--- src/rtl/seq_traffic_master.sv ---
// seq_traffic_master: replays a short sequence of bus transactions against a set of slaves.
// A pass issues NUM_TXN transactions. Transaction i targets slave (i mod SLAVE_COUNT) at
// local offset base_off+i. Modes: 00 read pass, 01 (and 11) write pass, 10 write pass followed
// by a read pass whose data is compared against the write pattern.
//
// Ports
//   clk, rstn            clock, synchronous active-low reset
//   start, mode, base_off sequence request, latched in idle
//   ready, done          idle indicator, one-cycle end-of-sequence pulse
//   ld_en/ld_idx/ld_data write-pattern buffer load (honoured only while idle)
//   rb_idx, rb_data      combinational read-back of the capture buffer
//   err_count, timeout   saturating verify mismatch count, sticky abort flag
//   daddr..dmode         device-side handshake: dvalid pulse, dready low = busy,
//                        dready high again = complete
module seq_traffic_master #(
    parameter int unsigned ADDR_WIDTH           = 16,
    parameter int unsigned DATA_WIDTH           = 8,
    parameter int unsigned SLAVE_MEM_ADDR_WIDTH = 12,
    parameter int unsigned SLAVE_COUNT          = 3,
    parameter int unsigned NUM_TXN              = 8,
    parameter int unsigned TIMEOUT              = 255,
    localparam int unsigned DEV_W = ADDR_WIDTH - SLAVE_MEM_ADDR_WIDTH,
    localparam int unsigned IW    = (NUM_TXN > 1) ? $clog2(NUM_TXN) : 1
) (
    input  logic                            clk,
    input  logic                            rstn,
    input  logic                            start,
    input  logic [1:0]                      mode,
    input  logic [SLAVE_MEM_ADDR_WIDTH-1:0] base_off,
    output logic                            ready,
    output logic                            done,
    input  logic                            ld_en,
    input  logic [IW-1:0]                   ld_idx,
    input  logic [DATA_WIDTH-1:0]           ld_data,
    input  logic [IW-1:0]                   rb_idx,
    output logic [DATA_WIDTH-1:0]           rb_data,
    output logic [7:0]                      err_count,
    output logic                            timeout,
    output logic [ADDR_WIDTH-1:0]           daddr,
    output logic [DATA_WIDTH-1:0]           dwdata,
    input  logic [DATA_WIDTH-1:0]           drdata,
    output logic                            dvalid,
    input  logic                            dready,
    output logic                            dmode
);

    localparam int unsigned CW = (TIMEOUT > 0) ? $clog2(TIMEOUT + 1) : 1;
    localparam logic [CW-1:0] WaitMax = CW'(TIMEOUT);

    typedef enum logic [2:0] {
        StIdle, StIssue, StAccept, StComplete, StNext, StDone
    } state_e;

    state_e                          state_q, state_d;
    logic [IW-1:0]                   idx_q, idx_d;
    logic                            pass_q, pass_d;
    logic [1:0]                      mode_q, mode_d;
    logic [SLAVE_MEM_ADDR_WIDTH-1:0] base_q, base_d;
    logic [CW-1:0]                   wait_q, wait_d;
    logic [7:0]                      err_q, err_d;
    logic                            tmo_q, tmo_d;
    logic                            cap_we;
    logic                            verify_rd;

    logic [DATA_WIDTH-1:0] wbuf_q [NUM_TXN];
    logic [DATA_WIDTH-1:0] cbuf_q [NUM_TXN];

    // mode_q only ever holds 00, 01 or 10; 11 is folded into 01 when latched.
    assign dmode     = (mode_q == 2'b01) | ((mode_q == 2'b10) & ~pass_q);
    assign verify_rd = (mode_q == 2'b10) & pass_q;

    assign ready     = (state_q == StIdle);
    assign done      = (state_q == StDone);
    // Issue waits for the port to be free; the pulse lasts one cycle because ISSUE always
    // advances to ACCEPT on the same condition.
    assign dvalid    = (state_q == StIssue) & dready;
    assign daddr     = {DEV_W'(32'(idx_q) % SLAVE_COUNT),
                        base_q + SLAVE_MEM_ADDR_WIDTH'(idx_q)};
    assign dwdata    = wbuf_q[idx_q];
    assign rb_data   = (32'(rb_idx) < NUM_TXN) ? cbuf_q[rb_idx] : '0;
    assign err_count = err_q;
    assign timeout   = tmo_q;

    always_comb begin
        state_d = state_q;
        idx_d   = idx_q;
        pass_d  = pass_q;
        mode_d  = mode_q;
        base_d  = base_q;
        wait_d  = wait_q;
        err_d   = err_q;
        tmo_d   = tmo_q;
        cap_we  = 1'b0;
        unique case (state_q)
            StIdle: begin
                if (start) begin
                    mode_d  = (mode == 2'b11) ? 2'b01 : mode;
                    base_d  = base_off;
                    idx_d   = '0;
                    pass_d  = 1'b0;
                    err_d   = '0;
                    tmo_d   = 1'b0;
                    state_d = StIssue;
                end
            end
            StIssue: begin
                wait_d = '0;
                if (dready) state_d = StAccept;
            end
            StAccept: begin
                if (!dready) begin
                    wait_d  = '0;
                    state_d = StComplete;
                end else if (wait_q == WaitMax) begin
                    tmo_d   = 1'b1;
                    state_d = StDone;
                end else begin
                    wait_d = wait_q + 1'b1;
                end
            end
            StComplete: begin
                if (dready) begin
                    if (!dmode) begin
                        cap_we = 1'b1;
                        if (verify_rd && (drdata != wbuf_q[idx_q]) && (err_q != 8'hFF)) begin
                            err_d = err_q + 8'd1;
                        end
                    end
                    state_d = StNext;
                end else if (wait_q == WaitMax) begin
                    tmo_d   = 1'b1;
                    state_d = StDone;
                end else begin
                    wait_d = wait_q + 1'b1;
                end
            end
            StNext: begin
                if (32'(idx_q) < NUM_TXN - 1) begin
                    idx_d   = idx_q + 1'b1;
                    state_d = StIssue;
                end else if ((mode_q == 2'b10) && !pass_q) begin
                    pass_d  = 1'b1;
                    idx_d   = '0;
                    state_d = StIssue;
                end else begin
                    state_d = StDone;
                end
            end
            StDone: state_d = StIdle;
            default: state_d = StIdle;
        endcase
    end

    always_ff @(posedge clk) begin
        if (!rstn) begin
            state_q <= StIdle;
            idx_q   <= '0;
            pass_q  <= 1'b0;
            mode_q  <= 2'b00;
            base_q  <= '0;
            wait_q  <= '0;
            err_q   <= '0;
            tmo_q   <= 1'b0;
        end else begin
            state_q <= state_d;
            idx_q   <= idx_d;
            pass_q  <= pass_d;
            mode_q  <= mode_d;
            base_q  <= base_d;
            wait_q  <= wait_d;
            err_q   <= err_d;
            tmo_q   <= tmo_d;
        end
    end

    // Pattern and capture buffers deliberately survive reset.
    always_ff @(posedge clk) begin
        if (ld_en && (state_q == StIdle) && (32'(ld_idx) < NUM_TXN)) begin
            wbuf_q[ld_idx] <= ld_data;
        end
        if (cap_we) begin
            cbuf_q[idx_q] <= drdata;
        end
    end

endmodule

--- config.mk ---
export PLATFORM = sky130hd
export DESIGN_NAME = seq_traffic_master
export DESIGN_NICKNAME = d
export VERILOG_FILES = /design/src/rtl/seq_traffic_master.sv
export SDC_FILE = /design/constraint.sdc
export NUM_CORES = 1
export LEC_CHECK = 0
export ABC_AREA = 1
export CAP_MARGIN = 20
export CORE_MARGIN = 2
export CORE_UTILIZATION = 50
export DETAILED_ROUTE_END_ITERATION = 7
export HOLD_SLACK_MARGIN = 0.02
export PLACE_DENSITY = 0.79
export SLEW_MARGIN = 40
export SYNTH_ARGS = -nofsm -noshare
export SYNTH_HDL_FRONTEND = slang
export SYNTH_SLANG_ARGS = --single-unit
--- constraint.sdc ---
create_clock -name clk -period 2.65 [get_ports clk]
set_input_delay 0.3975 -clock clk [delete_from_list [all_inputs] [get_ports clk]]
set_output_delay 0.3975 -clock clk [all_outputs]
set_load 0.01 [all_outputs]
==> impl_metrics.yaml <==
outcome:
  outcome: "finished with violations"
  violations: "negative setup slack"
timing:
  worst_slew_margin_rel: 0.658
  final.setup_skew_ps: 9.79
  number_of_failing_hold_endpoints_at_the_final_stage: 0
  rsz0062_at_grt: "yes"
  transition_at_the_pin_with_the_smallest_max_transition_slack_ps: 513
  setup_viol: 1
  final.hold.worst_slack_ps: 474
  period_needed_ps: 2650
  slew_violations: 0
  fin_crit_sh: 1.00
  max_clock_freq_mhz: 377
  setup_ws_ps: -2.96
grt:
  grt_pass1_wl_mm: 28.4
  initial_antenna_violation_count: 0
  global_route.usage.total: 0.226
  grt_max_degree: 32
  first_global_vias: 5694
  gr-total-overflow: 0
setup_path:
  cp_max_fo: 4
  cp-start-kind: "flip-flop"
  r2r-start: "state_q[1]"
  setup_slack_of_the_worst_register_to_register_path_ps: 440
  critPathRequiredTime_ps: 2250
  crit_reg_reg_endpoint: "cbuf_q[5][2]"
  cp.arrival_ps: 2260
  path_class: "reg2out"
  worst_setup_path_end_kind: "output port"
  rr_worst_depth: 9
placement:
  gp_congestion: 0.870
  portBuffers: 85
  dpl_cell_area_um2: 9020
  place.detailed.hpwl_mm: 11.9
floorplanning:
  initial_utilization: 0.509
  chip_width_um: 128
  io_pins: 86
  floorplan.die.height_um: 128
  row_count: 45
  die-area_um2: 16400
  core-area_um2: 15100
synthesis:
  syn-mean-instance-area_um2: 9.36
  netlist-cell-type-count: 40
  syn-cell-area_um2: 7710
  yosysWarningCount: 0
  postSynthRegisterBits: 169
  synth.yosys.seq_area_share: 0.605
  syn_nets: 877
  postSynthCellCount: 824
cells_and_area:
  layout.cells.most_common_list: "nand2_1, nor2_1, edfxtp_1, inv_1, clkdlybuf4s50_1"
  proportion_of_layout_cells_with_a_drive_suffix_above_1: 0.139
  syn2layout_area_growth_pct: 26.8
  stdcell_area_um2: 9770
  antenna-diode-count: 0
  commonest_non_fill_non_tap_cell_in_the_layout: "nand2_1"
  layout.nets: 1012
hold_path:
  min_delay_worst_endpoint: "wait_q[4]"
  worst_min_path_class: "reg2reg"
  min_path_cells: 2
  holdCritStartpoint: "wait_q[4]"
detailed_routing:
  drt-vias-per-instance: 5.28
  dr.pass1.iters: 6
  antenna_violating_nets_post_route: 0
  drt-initial-drc-count: 603
  wl_mm: 17.9
  dr_total_vias: 6120
  routedWlPerCell_um: 15.4
  remaining_drc_errors: 0
clock_network:
  tritoncts_num_sinks: 169
  clk_latency_ps: 440
  cts-buffers-inserted: 17
  cts_tree: "built"
  htree_num_levels: 4
  clk_pin_slew_ps: 70
  ctsLongestPathBuffers: 2
  cts_root_buf: "clkbuf_16"
power:
  ir_worst_vdd_v: 0.000460
  power.total_mw: 6.44
  power.density_cell_area_nw_per_um2: 659
  p_leak_nw: 3.96
run:
  max_cap_viol_count: 0
==> kinds of logic (layout without fill, tap and decap cells) <==
kind of cell    after synthesis  after routing  synth area share
buf+inv                     138            285            0.0758
flops                       169            169             0.605
compound gates              116            116            0.0816
fa+ha+maj                    12             12            0.0205
xor+xnor                     12             12            0.0136
simple gates                377            377             0.203
==> synthesized netlist by cell type (all sizes together) <==
library cell,number,area share
a211oi,3,0.0029
a21boi,1,0.00097
a21oi,29,0.019
a221oi,1,0.0011
a22oi,1,0.00097
a31o,1,0.0011
a31oi,10,0.0081
and2,1,0.00081
buf,12,0.014
clkbuf,14,0.0068
clkinv,1,0.00049
dfxtp,41,0.11
edfxtp,128,0.50
fa,1,0.0026
ha,11,0.018
inv,111,0.054
nand2,155,0.078
nand3,55,0.036
nand3b,1,0.00097
nand4,1,0.00081
nor2,144,0.073
nor3,14,0.0091
nor4,2,0.0016
o211ai,1,0.00097
o21ai,61,0.040
o22ai,8,0.0065
or2,4,0.0032
xnor2,2,0.0023
xor2,10,0.011
==> what timing repair did <==
item	CTS	global route
hold buffers	0	0
buffers inserted	6	1
pin swaps	12	7
endpoints found under the setup margin	24	18
gates resized for setup	62	17
==> state kept, by name, indices dropped and copies added (netlist names), named ones only <==
register	count
wait_q	8
wbuf_q	64
state_q	3
timeout	1
idx_q	3
err_count	8
mode_q	2
pass_q	1
cbuf_q	64
base_q	12
==> per-stage QoR <==
| step | setup slack, ps | util | cells | setup TNS, ps |
|---|---|---|---|---|
| final | -2.96 | 0.645 | 1159 | -2.96 |
| after global routing | -99.5 | 0.645 | 1159 | -222 |
| after CTS | -51.4 | 0.643 | 1158 | -102 |
| after detailed placement | -159 | 0.596 | 1121 | -362 |
| after global placement | -90.2 | 0.596 | 1121 | -155 |
| after floorplan | 249 | - | 824 | 0 |
==> layer usage <==
layer	vias up	share of wire	track usage
met3	55	0.058	0.0426
met5	-	0	0
li1	2988	-	-
met2	246	0.49	0.369
met1	2831	0.42	0.293
met4	0	0.032	0.107
==> critical path, stage by stage, from the launching register on <==
cell     delay [ps]
dfxtp_2         340
ha_4            300
a21oi_2          70
inv_2            70
a31oi_4          40
nor3_2          160
nand3_1         140
nor3_2          180
buf_4           150
buf_6            80
xor2_1          150
buf_2           160
==> worst max path at each step <==
stage               cells after the start         to  slack (ps)      start
floorplan                               8  daddr[10]         250   idx_q[0]
global placement                        9   daddr[8]         -90   idx_q[0]
detailed placement                      9   daddr[8]        -160   idx_q[0]
CTS                                    10  daddr[10]         -50  base_q[0]
global route                           11   daddr[9]        -100   idx_q[2]
finish                                 11   daddr[9]          -3   idx_q[2]
==> power breakdown <==
group	switching [mW]	total, mW	internal (mW)
Clock	0.985	2.46	1.47
Combinational	0.551	0.942	0.391
Sequential	0.0823	3.04	2.96
==> area by class of cell <==
class | instances | area (um^2)
fillers | 1152 | 5370
clock buffers | 19 | 433
clock inverters | 12 | 151
repair buffers | 142 | 1280
flip-flops and latches | 169 | 4680
inverters | 112 | 423
multi-input cells | 517 | 2580
well taps | 188 | 235
Note: power is estimated with default switching activity, not from simulation.
